## config.mk

```make
export PLATFORM = sky130hd
export DESIGN_NAME = axi_stream_insert_header_flat
export DESIGN_NICKNAME = d
export VERILOG_FILES = /design/src/rtl/axis_insert_header_pkg.sv /design/src/rtl/axi_stream_insert_header_if.sv /design/src/rtl/axis_byte_merge.sv /design/src/rtl/axi_stream_insert_header.sv /design/src/flat_wrapper.sv
export SDC_FILE = /design/constraint.sdc
export NUM_CORES = 1
export LEC_CHECK = 0
export ABC_AREA = 0
export CAP_MARGIN = 40
export CORE_MARGIN = 3
export CORE_UTILIZATION = 40
export CTS_CLUSTER_SIZE = 14
export DETAILED_ROUTE_END_ITERATION = 10
export PLACE_DENSITY = 0.72
export SLEW_MARGIN = 15
export SYNTH_ARGS = -nofsm -noshare
export SYNTH_HDL_FRONTEND = slang
export SYNTH_SLANG_ARGS = --single-unit
export TNS_END_PERCENT = 50
```

## constraint.sdc

```tcl
create_clock -name clk -period 4.28 [get_ports clk]
set_input_delay 0.642 -clock clk [delete_from_list [all_inputs] [get_ports clk]]
set_output_delay 0.642 -clock clk [all_outputs]
set_load 0.1 [all_outputs]
```

## src/rtl/axis_insert_header_pkg.sv

```systemverilog
// Shared types and byte-count helpers for axi_stream_insert_header.
package axis_insert_header_pkg;

  // Widest keep vector the helpers accept (512-bit data bus).
  localparam int KEEP_MAX = 64;

  typedef enum logic [1:0] {
    IDLE   = 2'd0,
    STREAM = 2'd1,
    DRAIN  = 2'd2
  } state_t;

  function automatic logic [7:0] keep_to_cnt(input logic [KEEP_MAX-1:0] keep);
    logic [7:0] cnt;
    cnt = '0;
    for (int i = 0; i < KEEP_MAX; i++) cnt = cnt + 8'(keep[i]);
    return cnt;
  endfunction

  // Top cnt bits of an nbytes-wide mask set; bits at and above nbytes stay clear.
  function automatic logic [KEEP_MAX-1:0] cnt_to_keep_msb(input int cnt, input int nbytes);
    logic [KEEP_MAX-1:0] m;
    m = '0;
    for (int i = 0; i < KEEP_MAX; i++) m[i] = (i < nbytes) && (i >= nbytes - cnt);
    return m;
  endfunction

endpackage

```

## src/rtl/axi_stream_insert_header_if.sv

```systemverilog
// Bus bundle for axi_stream_insert_header: input stream, output stream and header side-band.
// Handshake: a beat moves on a rising clk edge where valid and ready are both high; while valid is
// high and ready low the source holds valid and its payload stable, and valid never waits on ready.
interface axi_stream_insert_header_if #(
  parameter int DATA_WD      = 32,
  parameter int DATA_BYTE_WD = DATA_WD / 8,
  parameter int BYTE_CNT_WD  = $clog2(DATA_BYTE_WD)
);
  logic                    valid_in;
  logic                    ready_in;
  logic [DATA_WD-1:0]      data_in;
  logic [DATA_BYTE_WD-1:0] keep_in;
  logic                    last_in;

  logic                    valid_out;
  logic                    ready_out;
  logic [DATA_WD-1:0]      data_out;
  logic [DATA_BYTE_WD-1:0] keep_out;
  logic                    last_out;

  logic                    valid_insert;
  logic [DATA_WD-1:0]      data_insert;
  logic [DATA_BYTE_WD-1:0] keep_insert;
  logic [BYTE_CNT_WD-1:0]  byte_insert_cnt;

  modport slave (
    input  valid_in, data_in, keep_in, last_in, ready_out,
    input  valid_insert, data_insert, keep_insert, byte_insert_cnt,
    output ready_in, valid_out, data_out, keep_out, last_out
  );

  modport master (
    output valid_in, data_in, keep_in, last_in, ready_out,
    output valid_insert, data_insert, keep_insert, byte_insert_cnt,
    input  ready_in, valid_out, data_out, keep_out, last_out
  );
endinterface

```

## src/rtl/axis_byte_merge.sv

```systemverilog
// Combinational byte realignment: residue bytes followed by the leading bytes of data_in.
module axis_byte_merge #(
  parameter int DATA_WD      = 32,
  parameter int DATA_BYTE_WD = DATA_WD / 8,
  parameter int LEN_WD       = 3
) (
  input  logic [LEN_WD-1:0]  hdr_len,
  input  logic [DATA_WD-1:0] residue,
  input  logic [DATA_WD-1:0] data_in,
  output logic [DATA_WD-1:0] merged,
  output logic [DATA_WD-1:0] new_residue
);
  int lo_sh;
  int hi_sh;

  assign lo_sh = 8 * int'(hdr_len);
  assign hi_sh = 8 * (DATA_BYTE_WD - int'(hdr_len));

  // Shifts of a full word width yield zero, which covers hdr_len of 0 and DATA_BYTE_WD.
  assign merged      = (residue << hi_sh) | (data_in >> lo_sh);
  assign new_residue = data_in & ~({DATA_WD{1'b1}} << lo_sh);
endmodule

```

## src/rtl/axi_stream_insert_header.sv

```systemverilog
// Prepends a 0..DATA_BYTE_WD byte header to each AXI-Stream packet and realigns the payload.
// Define AXIS_INSERT_HDR_CHECK_EN to compile in simulation-only protocol checks.
module axi_stream_insert_header
  import axis_insert_header_pkg::*;
#(
  parameter int DATA_WD      = 32,
  parameter int DATA_BYTE_WD = DATA_WD / 8,
  parameter int BYTE_CNT_WD  = $clog2(DATA_BYTE_WD)
) (
  input  logic   clk,
  input  logic   rst_n,
  axi_stream_insert_header_if.slave bus,
  output state_t state_dbg
);
  localparam int HW = BYTE_CNT_WD + 1;
  localparam logic [HW:0] FULL_CNT = (HW + 1)'(DATA_BYTE_WD);

  state_t                  state;
  logic [HW-1:0]           hdr_len, drain_cnt, hdr_sample, h_cur, k_in;
  logic [HW:0]             total;
  logic [DATA_WD-1:0]      residue, res_cur, merged, new_res;
  logic [DATA_BYTE_WD-1:0] last_keep, drain_keep;
  logic                    accept, out_free;

  logic                    valid_q, last_q;
  logic [DATA_WD-1:0]      data_q;
  logic [DATA_BYTE_WD-1:0] keep_q;

  logic                    unused_cnt;
  assign unused_cnt = ^bus.byte_insert_cnt;

  function automatic logic [DATA_WD-1:0] byte_mask(input logic [DATA_BYTE_WD-1:0] keep);
    logic [DATA_WD-1:0] m;
    for (int i = 0; i < DATA_BYTE_WD; i++) m[8*i +: 8] = {8{keep[i]}};
    return m;
  endfunction

  assign out_free    = !valid_q || bus.ready_out;
  assign bus.ready_in = (state != DRAIN) && out_free;
  assign accept      = bus.valid_in && bus.ready_in;

  // Header length is live only while a packet's first beat is being accepted.
  assign hdr_sample = (bus.valid_insert && (|bus.keep_insert))
                    ? HW'(keep_to_cnt(KEEP_MAX'(bus.keep_insert))) : '0;
  assign h_cur      = (state == IDLE) ? hdr_sample : hdr_len;
  assign res_cur    = (state == IDLE) ? bus.data_insert : residue;
  assign k_in       = HW'(keep_to_cnt(KEEP_MAX'(bus.keep_in)));
  assign total      = {1'b0, h_cur} + {1'b0, k_in};
  assign last_keep  = DATA_BYTE_WD'(cnt_to_keep_msb(int'(total), DATA_BYTE_WD));
  assign drain_keep = DATA_BYTE_WD'(cnt_to_keep_msb(int'(drain_cnt), DATA_BYTE_WD));

  // In DRAIN the data_in bytes land beyond drain_keep and are masked off.
  axis_byte_merge #(
    .DATA_WD      (DATA_WD),
    .DATA_BYTE_WD (DATA_BYTE_WD),
    .LEN_WD       (HW)
  ) u_merge (
    .hdr_len     (h_cur),
    .residue     (res_cur),
    .data_in     (bus.data_in),
    .merged      (merged),
    .new_residue (new_res)
  );

  always_ff @(posedge clk or negedge rst_n) begin
    if (!rst_n) begin
      state     <= IDLE;
      hdr_len   <= '0;
      drain_cnt <= '0;
      residue   <= '0;
      valid_q   <= 1'b0;
      data_q    <= '0;
      keep_q    <= '0;
      last_q    <= 1'b0;
    end else begin
      if (valid_q && bus.ready_out) valid_q <= 1'b0;
      case (state)
        IDLE, STREAM: begin
          if (accept) begin
            valid_q <= 1'b1;
            hdr_len <= h_cur;
            residue <= new_res;
            if (!bus.last_in) begin
              data_q <= merged;
              keep_q <= '1;
              last_q <= 1'b0;
              state  <= STREAM;
            end else if (total <= FULL_CNT) begin
              data_q <= merged & byte_mask(last_keep);
              keep_q <= last_keep;
              last_q <= 1'b1;
              state  <= IDLE;
            end else begin
              data_q    <= merged;
              keep_q    <= '1;
              last_q    <= 1'b0;
              drain_cnt <= HW'(total - FULL_CNT);
              state     <= DRAIN;
            end
          end
        end
        DRAIN: begin
          if (out_free) begin
            valid_q <= 1'b1;
            data_q  <= merged & byte_mask(drain_keep);
            keep_q  <= drain_keep;
            last_q  <= 1'b1;
            state   <= IDLE;
          end
        end
        default: state <= IDLE;
      endcase
    end
  end

  assign bus.valid_out = valid_q;
  assign bus.data_out  = data_q;
  assign bus.keep_out  = keep_q;
  assign bus.last_out  = last_q;
  assign state_dbg     = state;

`ifdef AXIS_INSERT_HDR_CHECK_EN
  logic                            stall_q;
  logic [DATA_WD+DATA_BYTE_WD+1:0] out_q;

  always_ff @(posedge clk or negedge rst_n) begin
    if (!rst_n) begin
      stall_q <= 1'b0;
      out_q   <= '0;
    end else begin
      stall_q <= valid_q && !bus.ready_out;
      out_q   <= {valid_q, data_q, keep_q, last_q};
    end
  end

  always @(posedge clk) begin
    if (rst_n) begin
      if (accept && state == IDLE && bus.valid_insert) begin
        if (((bus.keep_insert + DATA_BYTE_WD'(1)) & bus.keep_insert) != '0)
          $error("keep_insert not contiguous: %b", bus.keep_insert);
        if (bus.byte_insert_cnt != BYTE_CNT_WD'(hdr_sample))
          $error("byte_insert_cnt %0d disagrees with header length %0d", bus.byte_insert_cnt, hdr_sample);
      end
      if (accept && !bus.last_in && !(&bus.keep_in))
        $error("partial keep_in %b on a non-last beat", bus.keep_in);
      if (stall_q && ({valid_q, data_q, keep_q, last_q} != out_q))
        $error("output changed while stalled");
    end
  end
`else
  // Checks compile away; the datapath is unaffected.
`endif

endmodule

```

## src/flat_wrapper.sv

```systemverilog
// flat-port wrapper written by rule: the top's interface ports become plain ports
module axi_stream_insert_header_flat import axis_insert_header_pkg::*;
#(
  parameter int DATA_WD      = 32,
  parameter int DATA_BYTE_WD = DATA_WD / 8,
  parameter int BYTE_CNT_WD  = $clog2(DATA_BYTE_WD)
)
  (clk, rst_n, state_dbg, bus_valid_in, bus_data_in, bus_keep_in, bus_last_in, bus_ready_out, bus_valid_insert, bus_data_insert, bus_keep_insert, bus_byte_insert_cnt, bus_ready_in, bus_valid_out, bus_data_out, bus_keep_out, bus_last_out);
  axi_stream_insert_header_if #(.DATA_WD(DATA_WD), .DATA_BYTE_WD(DATA_BYTE_WD), .BYTE_CNT_WD(BYTE_CNT_WD)) bus_i ();
  input  logic clk;
  input  logic rst_n;
  output state_t state_dbg;
  input wire logic [$bits(bus_i.valid_in)-1:0] bus_valid_in;
  input wire logic [$bits(bus_i.data_in)-1:0] bus_data_in;
  input wire logic [$bits(bus_i.keep_in)-1:0] bus_keep_in;
  input wire logic [$bits(bus_i.last_in)-1:0] bus_last_in;
  input wire logic [$bits(bus_i.ready_out)-1:0] bus_ready_out;
  input wire logic [$bits(bus_i.valid_insert)-1:0] bus_valid_insert;
  input wire logic [$bits(bus_i.data_insert)-1:0] bus_data_insert;
  input wire logic [$bits(bus_i.keep_insert)-1:0] bus_keep_insert;
  input wire logic [$bits(bus_i.byte_insert_cnt)-1:0] bus_byte_insert_cnt;
  output wire logic [$bits(bus_i.ready_in)-1:0] bus_ready_in;
  output wire logic [$bits(bus_i.valid_out)-1:0] bus_valid_out;
  output wire logic [$bits(bus_i.data_out)-1:0] bus_data_out;
  output wire logic [$bits(bus_i.keep_out)-1:0] bus_keep_out;
  output wire logic [$bits(bus_i.last_out)-1:0] bus_last_out;
  assign bus_i.valid_in = bus_valid_in;
  assign bus_i.data_in = bus_data_in;
  assign bus_i.keep_in = bus_keep_in;
  assign bus_i.last_in = bus_last_in;
  assign bus_i.ready_out = bus_ready_out;
  assign bus_i.valid_insert = bus_valid_insert;
  assign bus_i.data_insert = bus_data_insert;
  assign bus_i.keep_insert = bus_keep_insert;
  assign bus_i.byte_insert_cnt = bus_byte_insert_cnt;
  assign bus_ready_in = bus_i.ready_in;
  assign bus_valid_out = bus_i.valid_out;
  assign bus_data_out = bus_i.data_out;
  assign bus_keep_out = bus_i.keep_out;
  assign bus_last_out = bus_i.last_out;
  axi_stream_insert_header #(.DATA_WD(DATA_WD), .DATA_BYTE_WD(DATA_BYTE_WD), .BYTE_CNT_WD(BYTE_CNT_WD)) u_core (.clk(clk), .rst_n(rst_n), .bus(bus_i), .state_dbg(state_dbg));
endmodule
```

# [Yosys cells after proc, flatten, opt, wreduce, memory -nomap -nowiden]
# Cells that the tools add are included.
[op_classes] n_addsub=11 magnitude_cmp=9 n_eq_ne=5 shifts=3 muxes=27 bitwise=6 reduce_logical=14
[op_table] cell="$mux 32" n=5
[op_table] cell="$ge 3x32->1 const A" n=4
[op_table] cell="$and 32x32->32" n=3
[op_table] cell="$ge 1x32->1 const A" n=2
[op_table] cell="$ge 2x32->1 const A" n=2
[op_table] cell="$pmux 32 s2" n=1
[op_table] cell="$not 32->32" n=1
[op_table] cell="$or 32x32->32" n=1
[op_table] cell="$shl 32x32->32" n=1
[op_table] cell="$shl 32x6->32 const A" n=1
[op_table] cell="$shr 32x6->32" n=1
[op_table] cell="$mux 4" n=4
[op_table] cell="$add 3x1->3" n=4
[op_table] cell="$mux 2" n=4
[op_table] cell="$pmux 4 s2" n=1
[op_table] cell="$sub 3x3->4 const A" n=2
[op_table] cell="$mux 1" n=7
[op_table] cell="$mux 3" n=2
[op_table] cell="$sub 3x4->5 const A" n=1
[op_table] cell="$add 1x1->2" n=2
[op_table] cell="$add 3x3->4" n=1
[op_table] cell="$le 4x3->1 const B" n=1
[op_table] cell="$logic_and 1x1->1" n=4
[op_table] cell="$ne 2x1->1 const B" n=2
[op_table] cell="other kinds (16)" n=18
[totals] ff_bits=78 input_bits=80

# [Depth between registers and ports, before layout]
[depth] word_depth=13 ltp_mapped=20 depth_no_buf=18

# [By module]
# Synthesis repeated with hierarchy kept, for this count alone.
[unflattened] cells_unflattened=619 area_unflattened_um2=5672.9
[by_module_without_submodules] mod="axi_stream_insert_header" n_inst=1 cells_each=422 area_each_um2=4100.2 seq_area_each_um2=1951.9
[by_module_without_submodules] mod="axis_byte_merge" n_inst=1 cells_each=197 area_each_um2=1572.8 seq_area_each_um2=0.0

# [Worst setup path after synthesis]
# OpenSTA, ideal clock, no wires.
[synth_path] path_kind="input port to flip-flop" startpoint="in bus_keep_insert[0]" endpoint="reg u_core.data_q[24], in the netlist u_core.bus.data_out[24]" setup_ps=94 arrival_ps=4434 path_slack_ps=-248 path_stages=18 cell_sequence="inv_1 ha_1 inv_1 fa_1 or4b_4 nor2_8 a21oi_4 inv_4 buf_6 buf_2 ha_1 ha_1 or4b_2 a211oi_1 a211oi_1 a31oi_1 nor3_2 a211oi_1"
[synth_between] elab_chain_cells=13
[synth_lines] element="from (decl)" line="flat_wrapper.sv:20" source="input wire logic [$bits(bus_i.keep_insert)-1:0] bus_keep_insert;"
[synth_lines] element="$add 1x1->2" line="axis_insert_header_pkg.sv:16" source="for (int i = 0; i < KEEP_MAX; i++) cnt = cnt + 8'(keep[i]);"
[synth_lines] element="$add 3x1->3 (2 in series)" line="axis_insert_header_pkg.sv:16"
[synth_lines] element="$mux 3 (*)" line="axi_stream_insert_header.sv:44" source="? HW'(keep_to_cnt(KEEP_MAX'(bus.keep_insert))) : '0;"
[synth_lines] element="$mux 3 (*)" line="axi_stream_insert_header.sv:45" source="assign h_cur = (state == IDLE) ? hdr_sample : hdr_len;"
[synth_lines] element="via u_core.h_cur[0]" line="axi_stream_insert_header.sv:19" source="logic [HW-1:0] hdr_len, drain_cnt, hdr_sample, h_cur, k_in;"
[synth_lines] element="$add 3x3->4 (*)" line="axi_stream_insert_header.sv:48" source="assign total = {1'b0, h_cur} + {1'b0, k_in};"
[synth_lines] element="via u_core.total[1]" line="axi_stream_insert_header.sv:20" source="logic [HW:0] total;"
[synth_lines] element="$sub 3x4->5" line="axis_insert_header_pkg.sv:24" source="for (int i = 0; i < KEEP_MAX; i++) m[i] = (i < nbytes) && (i >= nbytes - cnt);"
[synth_lines] element="$ge 3x32->1" line="axis_insert_header_pkg.sv:24"
[synth_lines] element="$and 32x32->32" line="axi_stream_insert_header.sv:89" source="data_q <= merged & byte_mask(last_keep);"
[synth_lines] element="$mux 32 (*)" line="axi_stream_insert_header.sv:88" source="end else if (total <= FULL_CNT) begin"
[synth_lines] element="$mux 32 (*)" line="axi_stream_insert_header.sv:83" source="if (!bus.last_in) begin"
[synth_lines] element="$mux 32 (*)" line="axi_stream_insert_header.sv:79" source="if (accept) begin"
[synth_lines] element="$pmux 32 s2 (*)" line="axi_stream_insert_header.sv:77" source="case (state)"
[synth_lines] element="to (signal assigned)" line="axi_stream_insert_header.sv:84" source="data_q <= merged;"
[synth_lines] element="to (signal assigned)" line="axi_stream_insert_header.sv:89"
[synth_lines] element="to (signal assigned)" line="axi_stream_insert_header.sv:94" source="data_q <= merged;"
[synth_lines] element="to (decl)" line="axi_stream_insert_header.sv:26" source="logic [DATA_WD-1:0] data_q;"
# The timed path passes the listed nets; every way through them passes the cells marked *. The select of a mux whose other input is x is not followed.
# A chain may end at the register's enable or synchronous reset.

# [Worst setup path after layout]
[layout_path] startpoint="in bus_keep_insert[2]" endpoint="reg u_core.data_q[21], in the netlist u_core.bus.data_out[21]"
[layout_between] elab_chain_cells=12
[layout_lines] element="$add 3x1->3 / $reduce_or 4->1 (equally long branches)" line="axis_insert_header_pkg.sv:16, axi_stream_insert_header.sv:43"
[layout_lines] element="$add 3x1->3 / $logic_and 1x1->1 (equally long branches)" line="axis_insert_header_pkg.sv:16, axi_stream_insert_header.sv:43"
[layout_lines] element="$mux 3 (*)" line="axi_stream_insert_header.sv:44"
[layout_lines] element="$mux 3 (*)" line="axi_stream_insert_header.sv:45"
[layout_lines] element="$add 3x3->4 (*)" line="axi_stream_insert_header.sv:48"
[layout_lines] element="via u_core.total[1]" line="axi_stream_insert_header.sv:20"
[layout_lines] element="$sub 3x4->5" line="axis_insert_header_pkg.sv:24"
[layout_lines] element="$ge 3x32->1" line="axis_insert_header_pkg.sv:24"
[layout_lines] element="$and 32x32->32" line="axi_stream_insert_header.sv:89"
[layout_lines] element="$mux 32 (*)" line="axi_stream_insert_header.sv:88"
[layout_lines] element="$mux 32 (*)" line="axi_stream_insert_header.sv:83"
[layout_lines] element="$mux 32 (*)" line="axi_stream_insert_header.sv:79"
[layout_lines] element="$pmux 32 s2 (*)" line="axi_stream_insert_header.sv:77"
# Marks and branches as above.

==> impl_metrics.env <==
export IMPL_yosysTopAreaCellShare=0.356
export IMPL_htreeDepth=3
export IMPL_p_leak_nw=3.52
export IMPL_pwr_density_cell_mw_per_mm2=838
export IMPL_synth_distinct_cells=59
export IMPL_start_util=0.411
export IMPL_endpoint="u_core.bus.data_out[21]"
export IMPL_tightest_slew_ps=771
export IMPL_clockBufferDepth=2
export IMPL_clk_latency_ps=350
export IMPL_synthesis_nets=753
export IMPL_final_min_clock_period_ps=4020
export IMPL_drtIter0Drc=848
export IMPL_netlist_area_sq_mm=0.00549
export IMPL_arrival_ps=4290
export IMPL_ios=121
export IMPL_cp_start_kind="primary input"
export IMPL_fp_coreArea_sq_mm=0.0133
export IMPL_n_antenna_cell=0
export IMPL_clock_sinks=78
export IMPL_avgSynthCellArea_sq_um=8.41
export IMPL_hold_path_class="in2async"
export IMPL_antenna_left=0
export IMPL_die_w_um=123
export IMPL_dr_total_vias=6047
export IMPL_hpwl_um=15300
export IMPL_numCtsBuffers=9
export IMPL_io_buffer_count=118
export IMPL_cts_clk_slew_worst_paths_ps=70
export IMPL_synthCells=653
export IMPL_fin_crit_sh=0.940
export IMPL_relSlewSlack=0.485
export IMPL_status="finished, final reports clean"
export IMPL_path_max_fanout=5
export IMPL_rr_startpoint="u_core.state_dbg[1]"
export IMPL_routed_via_density=5.96
export IMPL_ys_seq_area_frac=0.356
export IMPL_fmax_mhz=249
export IMPL_rows=42
export IMPL_nNetsFinal=933
export IMPL_grt_max_degree=47
export IMPL_ys_ff_latch=78
export IMPL_synthTopCellsByArea="dfrtp_1 36%, nand2_1 9.1%, mux2i_1 6.2%"
export IMPL_max_cap_violations=0
export IMPL_setup_worst_path_start="bus_keep_insert[2]"
export IMPL_grt_ovfl_total=0
export IMPL_grt_pass1_wl_um=31700
export IMPL_cpPeakStageDelay_ps=580
export IMPL_dieArea_sq_mm=0.0152
export IMPL_synth_edf_count=0
export IMPL_cp_cell_sequence="clkdlybuf4s50_1, inv_1, fa_1, or4b_4, nor2_8, a21oi_4, inv_4, ha_4, ha_4, or4b_4, a211oi_4, a211oi_2, o211ai_1, a21oi_2, a31oi_1"
export IMPL_synth_top_cell_by_area="dfrtp_1"
export IMPL_cp_required_ps=4550
export IMPL_r2r_end="u_core.bus.data_out[12]"
export IMPL_syn_to_final_growth_pct=48.2
export IMPL_hold_viol=0
export IMPL_wl_um=20200
export IMPL_antenna_found_initial=0
export IMPL_path_class="in2reg"
export IMPL_layout_cells_non_filler=1014
export IMPL_synth_common_cells="133 x nand2_1, 78 x dfrtp_1, 39 x nor2_1"
export IMPL_gr_usage_all_layers=0.272
export IMPL_die_h_um=123
export IMPL_gp_congestion=0.979
export IMPL_ir_drop_mv=0.328
export IMPL_cts_root_buf="clkbuf_16"
export IMPL_dpl_cell_area_sq_mm=0.00779
export IMPL_drc=0
export IMPL_finalSetupViolCount=0
export IMPL_tritoncts="yes"
export IMPL_drive_above_1_share=0.181
export IMPL_postLayoutCellArea_sq_mm=0.00814
export IMPL_finClkSkew_ps=9.65
export IMPL_end_kind="register"
export IMPL_dp_cells=997
export IMPL_crit_path_top_delay_cell="or4b_4"
export IMPL_drv_slew=0
export IMPL_firstDrtPassIters=6
export IMPL_reg2regPathDepth=12
export IMPL_rsz0062_at_grt="no"
export IMPL_synth_ff_type="dfrtp_1"
export IMPL_synth_warnings=0
export IMPL_r2r_slack_ps=900
export IMPL_grt_pass1_vias=5949
export IMPL_synth_most_common_cell="nand2_1"
export IMPL_synth_async_reset_ratio=1.00
export IMPL_post_route_util=0.609
export IMPL_wl_per_cell_um=20.0
## stage by stage
stage	hold WS [ps]	setup WS, ps	TNS [ps]	total power [mW]
3_5_place_dp	463	-446	-11920	5.98
3_3_place_gp	449	-405	-9010	5.32
6_report	251	257	0	6.82
4_1_cts	265	8.30	0	6.74
2_1_floorplan	346	1.89	0	4.07
5_1_grt	285	99.2	0	7.15
## worst min-delay path by stage
stage	from	to	slack, ps
final	rst_n	u_core.residue[20]	250
after global routing	rst_n	u_core.residue[24]	280
after CTS	rst_n	u_core.residue[21]	270
after detailed placement	u_core.residue[0]	u_core.residue[0]	460
after global placement	u_core.residue[2]	u_core.residue[2]	450
after floorplan	rst_n	u_core.bus.data_out[0]	350
## final cells by class
type,instances,area (sq um)
fill,1152,5210
multi-input combinational,505,3340
timing repair buffer,211,2220
sequential,78,1950
clock buffer,9,225
tap,176,220
inverter,28,110
clock inverter,7,62.6
## cell usage in the layout (no fill, tap or decap), drive strengths merged, types with 21 or more instances in the layout
cell,netlist,final
inv,28,33
a21oi,29,29
nand3,24,24
mux2i,34,34
buf,21,95
a211oi,28,28
nor2,42,42
o21ai,21,21
clkdlybuf4s50,0,114
nand2,133,133
dfrtp,78,78
## per-layer routing
layer | vias to the layer above | track usage | wire length [um]
met4 | 0 | 0.111 | 825
li1 | 2736 | - | -
met3 | 74 | 0.0357 | 1550
met1 | 2900 | 0.357 | 8040
met2 | 337 | 0.452 | 9830
met5 | - | 0 | 0
## state kept, by name, summed over array words and instances (netlist names)
register	flops
u_core.residue	32
u_core.drain_cnt	3
u_core.bus.last_out	1
u_core.bus.valid_out	1
u_core.bus.data_out	32
u_core.state_dbg	2
u_core.hdr_len	3
u_core.bus.keep_out	4
## repair_timing
item                                    in CTS  in global routing
resized for setup                            3                  8
pin swaps                                    4                  6
buffers inserted                             0                  1
gates cloned                                 0                  0
hold buffers                                 0                  0
endpoints found under the setup margin      19                 24
## cell families after synthesis
family | synth area share
mux | 0.0641
xor+xnor | 0.00160
simple gates | 0.233
compound gates | 0.241
buf+inv | 0.0565
flops | 0.356
fa+ha+maj | 0.0483
## critical path, delay by kind of cell
| kind | cells | cell delay, ps |
|---|---|---|
| adders and majority gates | 3 | 870 |
| and+or+nand+nor | 3 | 1200 |
| AOI/OAI and AO/OA | 6 | 940 |
| buffers and inverters | 3 | 640 |
## where the power goes
group          total [mW]  leakage [nW]  internal, mW  switching [mW]
Clock               0.756         0.139         0.406           0.350
Combinational        4.84          2.39          1.85            2.98
Sequential           1.22         0.989          1.01           0.212
Note: power is estimated with default switching activity, not from simulation.
